[src/rtl/ika9958_regfile_ctrl.sv]
// IKA9958 VDP control-register file: port #1 two-byte register/VRAM-address
// sequencer, port #3 indirect writes through the R#17 pointer, decoded fields.
module ika9958_regfile_ctrl #(
  parameter int         NREG   = 48,
  parameter logic [7:0] R9_RST = 8'h00
) (
  input  logic             CLK,
  input  logic             RST,
  input  logic             P1_WR,
  input  logic             P3_WR,
  input  logic             P1_RD,
  input  logic [7:0]       DIN,
  output logic [63:0][7:0] FILE,
  output logic [4:0]       M,
  output logic             DC,
  output logic             NT_n,
  output logic             IL,
  output logic [1:0]       S,
  output logic [3:0]       H,
  output logic [3:0]       V,
  output logic             REG_WE,
  output logic [5:0]       REG_IDX,
  output logic             VA_SET,
  output logic [7:0]       VA_LO,
  output logic [7:0]       VA_HI
);

  localparam logic [6:0]  NREG_W = 7'(NREG);
  localparam int unsigned NREG_U = NREG;
  localparam logic [5:0]  PTR_IDX = 6'd17;

  typedef enum logic {FIRST, SECOND} p1_state_e;

  p1_state_e  state, state_nxt;
  logic [7:0] latch_q;
  logic [7:0] r17_q;
  logic [7:0] store [64];

  logic       p1_go, p3_go;
  logic       latch_en, st_we, we_nxt, r17_load, r17_inc, va_nxt;
  logic [5:0] wr_idx;
  logic [7:0] wr_data;

  function automatic logic implemented(input logic [5:0] idx);
    return {1'b0, idx} < NREG_W;
  endfunction

  // Read strobe cancels a same-cycle write; any port #1 write drops port #3.
  assign p1_go = P1_WR && !P1_RD;
  assign p3_go = P3_WR && !P1_WR;

  always_ff @(posedge CLK) begin
    if (RST) state <= FIRST;
    else     state <= state_nxt;
  end

  always_comb begin
    state_nxt = state;
    if (P1_RD)      state_nxt = FIRST;
    else if (P1_WR) state_nxt = (state == FIRST) ? SECOND : FIRST;
  end

  always_comb begin
    latch_en = 1'b0;
    st_we    = 1'b0;
    we_nxt   = 1'b0;
    r17_load = 1'b0;
    r17_inc  = 1'b0;
    va_nxt   = 1'b0;
    wr_idx   = '0;
    wr_data  = '0;
    if (state == FIRST) begin
      latch_en = p1_go;
    end else if (p1_go) begin
      if (DIN[7:6] == 2'b10) begin
        wr_idx   = DIN[5:0];
        wr_data  = latch_q;
        we_nxt   = implemented(DIN[5:0]);
        // R17 lives outside the store so it exists even when NREG <= 17.
        r17_load = (DIN[5:0] == PTR_IDX);
        st_we    = we_nxt && !r17_load;
      end else if (!DIN[7]) begin
        va_nxt = 1'b1;
      end
    end
    if (p3_go) begin
      wr_idx  = r17_q[5:0];
      wr_data = DIN;
      we_nxt  = implemented(r17_q[5:0]) && (r17_q[5:0] != PTR_IDX);
      st_we   = we_nxt;
      r17_inc = !r17_q[7];
    end
  end

  always_ff @(posedge CLK) begin
    if (RST)           latch_q <= '0;
    else if (latch_en) latch_q <= DIN;
  end

  always_ff @(posedge CLK) begin
    if (RST)           r17_q <= '0;
    else if (r17_load) r17_q <= latch_q;
    else if (r17_inc)  r17_q[5:0] <= r17_q[5:0] + 6'd1;
  end

  always_ff @(posedge CLK) begin
    if (RST) begin
      for (int unsigned i = 0; i < 64; i++)
        store[i[5:0]] <= (i == 9) ? R9_RST : '0;
    end else if (st_we) begin
      store[wr_idx] <= wr_data;
    end
  end

  always_ff @(posedge CLK) begin
    if (RST) begin
      REG_WE  <= 1'b0;
      REG_IDX <= '0;
      VA_SET  <= 1'b0;
      VA_LO   <= '0;
      VA_HI   <= '0;
    end else begin
      REG_WE <= we_nxt;
      VA_SET <= va_nxt;
      if (we_nxt) REG_IDX <= wr_idx;
      if (va_nxt) begin
        VA_LO <= latch_q;
        VA_HI <= DIN;
      end
    end
  end

  always_comb begin
    for (int unsigned i = 0; i < 64; i++) begin
      if (i >= NREG_U)  FILE[i[5:0]] = '0;
      else if (i == 17) FILE[i[5:0]] = r17_q;
      else              FILE[i[5:0]] = store[i[5:0]];
    end
  end

  assign M    = {FILE[0][3:1], FILE[1][3], FILE[1][4]};
  assign DC   = FILE[9][0];
  assign NT_n = FILE[9][1];
  assign IL   = FILE[9][3];
  assign S    = FILE[9][5:4];
  assign H    = FILE[18][3:0];
  assign V    = FILE[18][7:4];

endmodule

[config.mk]
export PLATFORM = sky130hd
export DESIGN_NAME = ika9958_regfile_ctrl
export DESIGN_NICKNAME = d
export VERILOG_FILES = /design/src/rtl/ika9958_regfile_ctrl.sv
export SDC_FILE = /design/constraint.sdc
export NUM_CORES = 1
export LEC_CHECK = 0
export BUFFER_PORTS_ARGS = -buffer_cell sky130_fd_sc_hd__buf_2
export CAP_MARGIN = 30
export CORE_AREA = 2 2 223 225
export CTS_CLUSTER_DIAMETER = 30
export CTS_CLUSTER_SIZE = 8
export DETAILED_ROUTE_END_ITERATION = 6
export DIE_AREA = 0 0 225 227
export PLACE_DENSITY_LB_ADDON = 0.15
export SLEW_MARGIN = 20
export SYNTH_ARGS = -nofsm -noshare
export SYNTH_HDL_FRONTEND = slang
export SYNTH_SLANG_ARGS = --single-unit
export TNS_END_PERCENT = 30
[constraint.sdc]
create_clock -name CLK -period 3.8 [get_ports CLK]
set_input_delay 0.76 -clock CLK [delete_from_list [all_inputs] [get_ports CLK]]
set_output_delay 0.76 -clock CLK [all_outputs]
set_load 0.02 [all_outputs]
==> out/qor.csv <==
stage,metric,value,unit
detailed_routing,met2 WL post-DR,27100,µm
floorplanning,Die Area,51100,µm²
sta,Worst Tran Pin Value,0.815,ns
sta,Fmax achieved,355,MHz
clock_tree,Skew-Pair Late Insertion Delay,0.62,ns
cells_and_area,nets,1824,
detailed_routing,DR iter-0 viols,896,
floorplanning,Die Span X,225,µm
sta,Total Neg Setup Slack,0,ns
floorplanning,Initial Util,35.3,%
detailed_routing,via count,12091,
hold_path,Hold Path Depth,2,
sta,Slew headroom,45.7,%
clock_tree,post-CTS setup buffer count,0,
cells_and_area,layout cells sized above 1,36.8,%
cells_and_area,"most common cell after layout, fill and taps aside",buf_2,
synth,"Top FF cell, synth",edfxtp_1,
power,combinational share of power,5.9,%
sta,RSZ-0062 raised after global routing,false,
detailed_routing,top routing layer used,met4,
detailed_routing,M1 WL,23100,µm
global_route,first-pass GRT wire length,78300,µm
place,GP Congestion,0.791,
cells_and_area,Non-Filler Instances,2511,
sta,setup ws final,0.980,ns
detailed_routing,met3 wire length,4010,µm
global_route,Total GRT Usage,21.2,%
clock_tree,clk root buf,clkbuf_16,
sta,fin crit share,74.2,%
synth,count of different cell masters after synthesis,53,
global_route,initial antenna violation count,1,
global_route,Congestion Overflow GR,0,
place,pre-CTS setup slack,0.341,ns
detailed_routing,Vias/cell,4.82,
clock_tree,post-cts resize count,0,
hold_path,Hold Path Class,primary input to flip-flop,
setup_path,"Req. time, crit path",4.11,ns
clock_tree,"Clk pin slew, worst setup/hold paths",0.04,ns
sta,clock skew,0.0185,ns
clock_tree,clock sink total,417,
setup_path,startpoint class of the critical path,primary input,
place,Detailed Place HPWL,40000,µm
global_route,vias in the first global route,11534,
detailed_routing,WL per Instance,22.3,µm
cells_and_area,fin area,22700,µm²
synth,"FF+latch count, synth",417,
setup_path,Max Fanout on Critical Path,25,
setup_path,Worst setup EP type,flip-flop,
power,PwrDens,615,nW/µm²
synth,Mapped Cells,1323,
synth,fraction of registers with async set/reset,0,%
sta,final hold violations,0,
cells_and_area,area grow syn2layout,32.3,%
cells_and_area,fillers,4419,
sta,crit path time final,2.82,ns
power,Clock power frac,56.6,%
sta,fin. max-slew vios,0,
cells_and_area,FF+latch area,12100,µm²
global_route,largest net degree at the start of global routing,76,
power,Psw,0.00326,W
clock_tree,count of hold-fix buffers inserted at cts,0,
power,Net Sw Frac,23.4,%
power,Worst VDD drop,363,µV
place,port bufs,438,
setup_path,CP Class,primary input to flip-flop,
floorplanning,Die H,227,µm
synth,sequential share of the synthesized area,70.6,%
detailed_routing,Detailed Routing Iterations Pass 1,5,
clock_tree,# H-tree levels,3,
job,max cap viols,0,
floorplanning,I/O pin count,567,
cells_and_area,multi-input logic area,3920,µm²
detailed_routing,DRC,0,
setup_path,Worst Path Arrival,3.13,ns
outcome,outcome,finished clean,
synth,Post-synth EDFFs,376,
clock_tree,maximum clock path buffer count,3,
clock_tree,CTS tree,built,
detailed_routing,Detail Route Antenna Nets,0,
floorplanning,row count,81,
sta,count of final setup violators,0,
synth,Mapped Area,17200,µm²
detailed_routing,total length of routed wires,56100,µm
clock_tree,Inserted Clock Buffers,93,
floorplanning,Core Region,48500,µm²
place,Placed Cells,2335,
place,Post-DP Area,19600,µm²
power,Seq pwr share,37.5,%
power,Leak,9.14,nW
synth,Ys Warns,0,
power,P_int,0.0107,W
cells_and_area,most frequent cells in the layout,"buf_2, edfxtp_1, nor2_1, nor3_1, conb_1",
setup_path,Worst R2R Path Depth,8,
synth,Syn Area/Cell,13.0,µm²
[cell usage after synthesis, types with 4 or more instances]
cell type / count / area, µm²
buf_4: 148 / 1110
mux2i_1: 11 / 110
edfxtp_1: 376 / 11300
a32o_1: 4 / 40.0
nand2_1: 74 / 278
dfxtp_1: 41 / 821
buf_6: 13 / 146
or3_1: 6 / 37.5
nand3_1: 8 / 40.0
a22oi_2: 7 / 87.6
nor3_4: 4 / 65.1
clkbuf_1: 41 / 154
a21o_1: 18 / 135
buf_2: 36 / 180
nor3_2: 4 / 40.0
a31o_2: 7 / 61.3
a211oi_1: 6 / 45.0
a21oi_1: 22 / 110
nand3_4: 4 / 70.1
nor3_1: 159 / 796
nor2_1: 247 / 927
buf_1: 7 / 26.3
a22o_1: 8 / 70.1
o21ai_0: 26 / 130
[kinds of logic after synthesis]
group	after synthesis	synth area share (%)
simple gates	529	14.2
flops	417	70.6
buf+inv	249	9.52
compound gates	112	4.81
mux	11	0.642
fa+ha+maj	2	0.146
xor+xnor	2	0.102
other cells	1	0.0219
[layout make-up]
cell class | count | area share [%]
timing repair buffer | 510 | 12.1
tap | 622 | 3.43
antenna | 1 | 0.0110
clock inverter | 67 | 3.14
inverter | 3 | 0.0496
multi-input combinational | 784 | 17.3
sequential | 417 | 53.4
clock buffer | 107 | 10.7
[path summary, 6_finish.rpt]
path / startpoint / end / slack, ns
max: DIN[6] / store[31][7] / 0.98
max reg2reg: r17_q[0] / store[36][1] / 1.05
min reg2reg: VA_HI[5] / VA_HI[5] / 0.45
min: P1_RD / state / 0.41
[sequential cells by signal, indices dropped and copies added (netlist names)]
register,cells
VA_SET,1
r17_q,8
latch_q,8
VA_HI,8
VA_LO,8
state,1
REG_IDX,6
store,376
REG_WE,1
[per-stage QoR]
step / utilization, % / hold WS [ns] / total power (W)
finish: 46.8 / 0.412 / 0.0139
floorplan: - / 0.466 / 0.00591
global route: 46.8 / 0.418 / 0.0144
detailed placement: 40.3 / 0.446 / 0.00614
CTS: 46.7 / 0.375 / 0.0141
global placement: 40.3 / 0.442 / 0.00614
[worst max-delay path: stages]
cell and delay [ns]:
buf_2 0.14, nor2_2 0.46, a32oi_1 0.33, nor3_2 0.32, nand3_2 0.49, o21ai_0 0.39
buf_4 0.22
[power by group through the flow]
| stage | logic (W) | registers (W) | clock network, W |
|---|---|---|---|
| 3_5_place_dp | 0.000835 | 0.00531 | 0 |
| 3_3_place_gp | 0.000832 | 0.00530 | 0 |
| 5_1_grt | 0.000877 | 0.00523 | 0.00825 |
| 6_report | 0.000829 | 0.00523 | 0.00790 |
| 2_1_floorplan | 0.000429 | 0.00548 | 0 |
| 4_1_cts | 0.000836 | 0.00523 | 0.00800 |
[per-layer routing]
layer	up-vias	GRT usage, %
li1	5469	-
met1	5960	27.7
met2	578	34.3
met3	84	4.74
met4	0	9.14
met5	-	0
(Power assumes the default switching activity.)
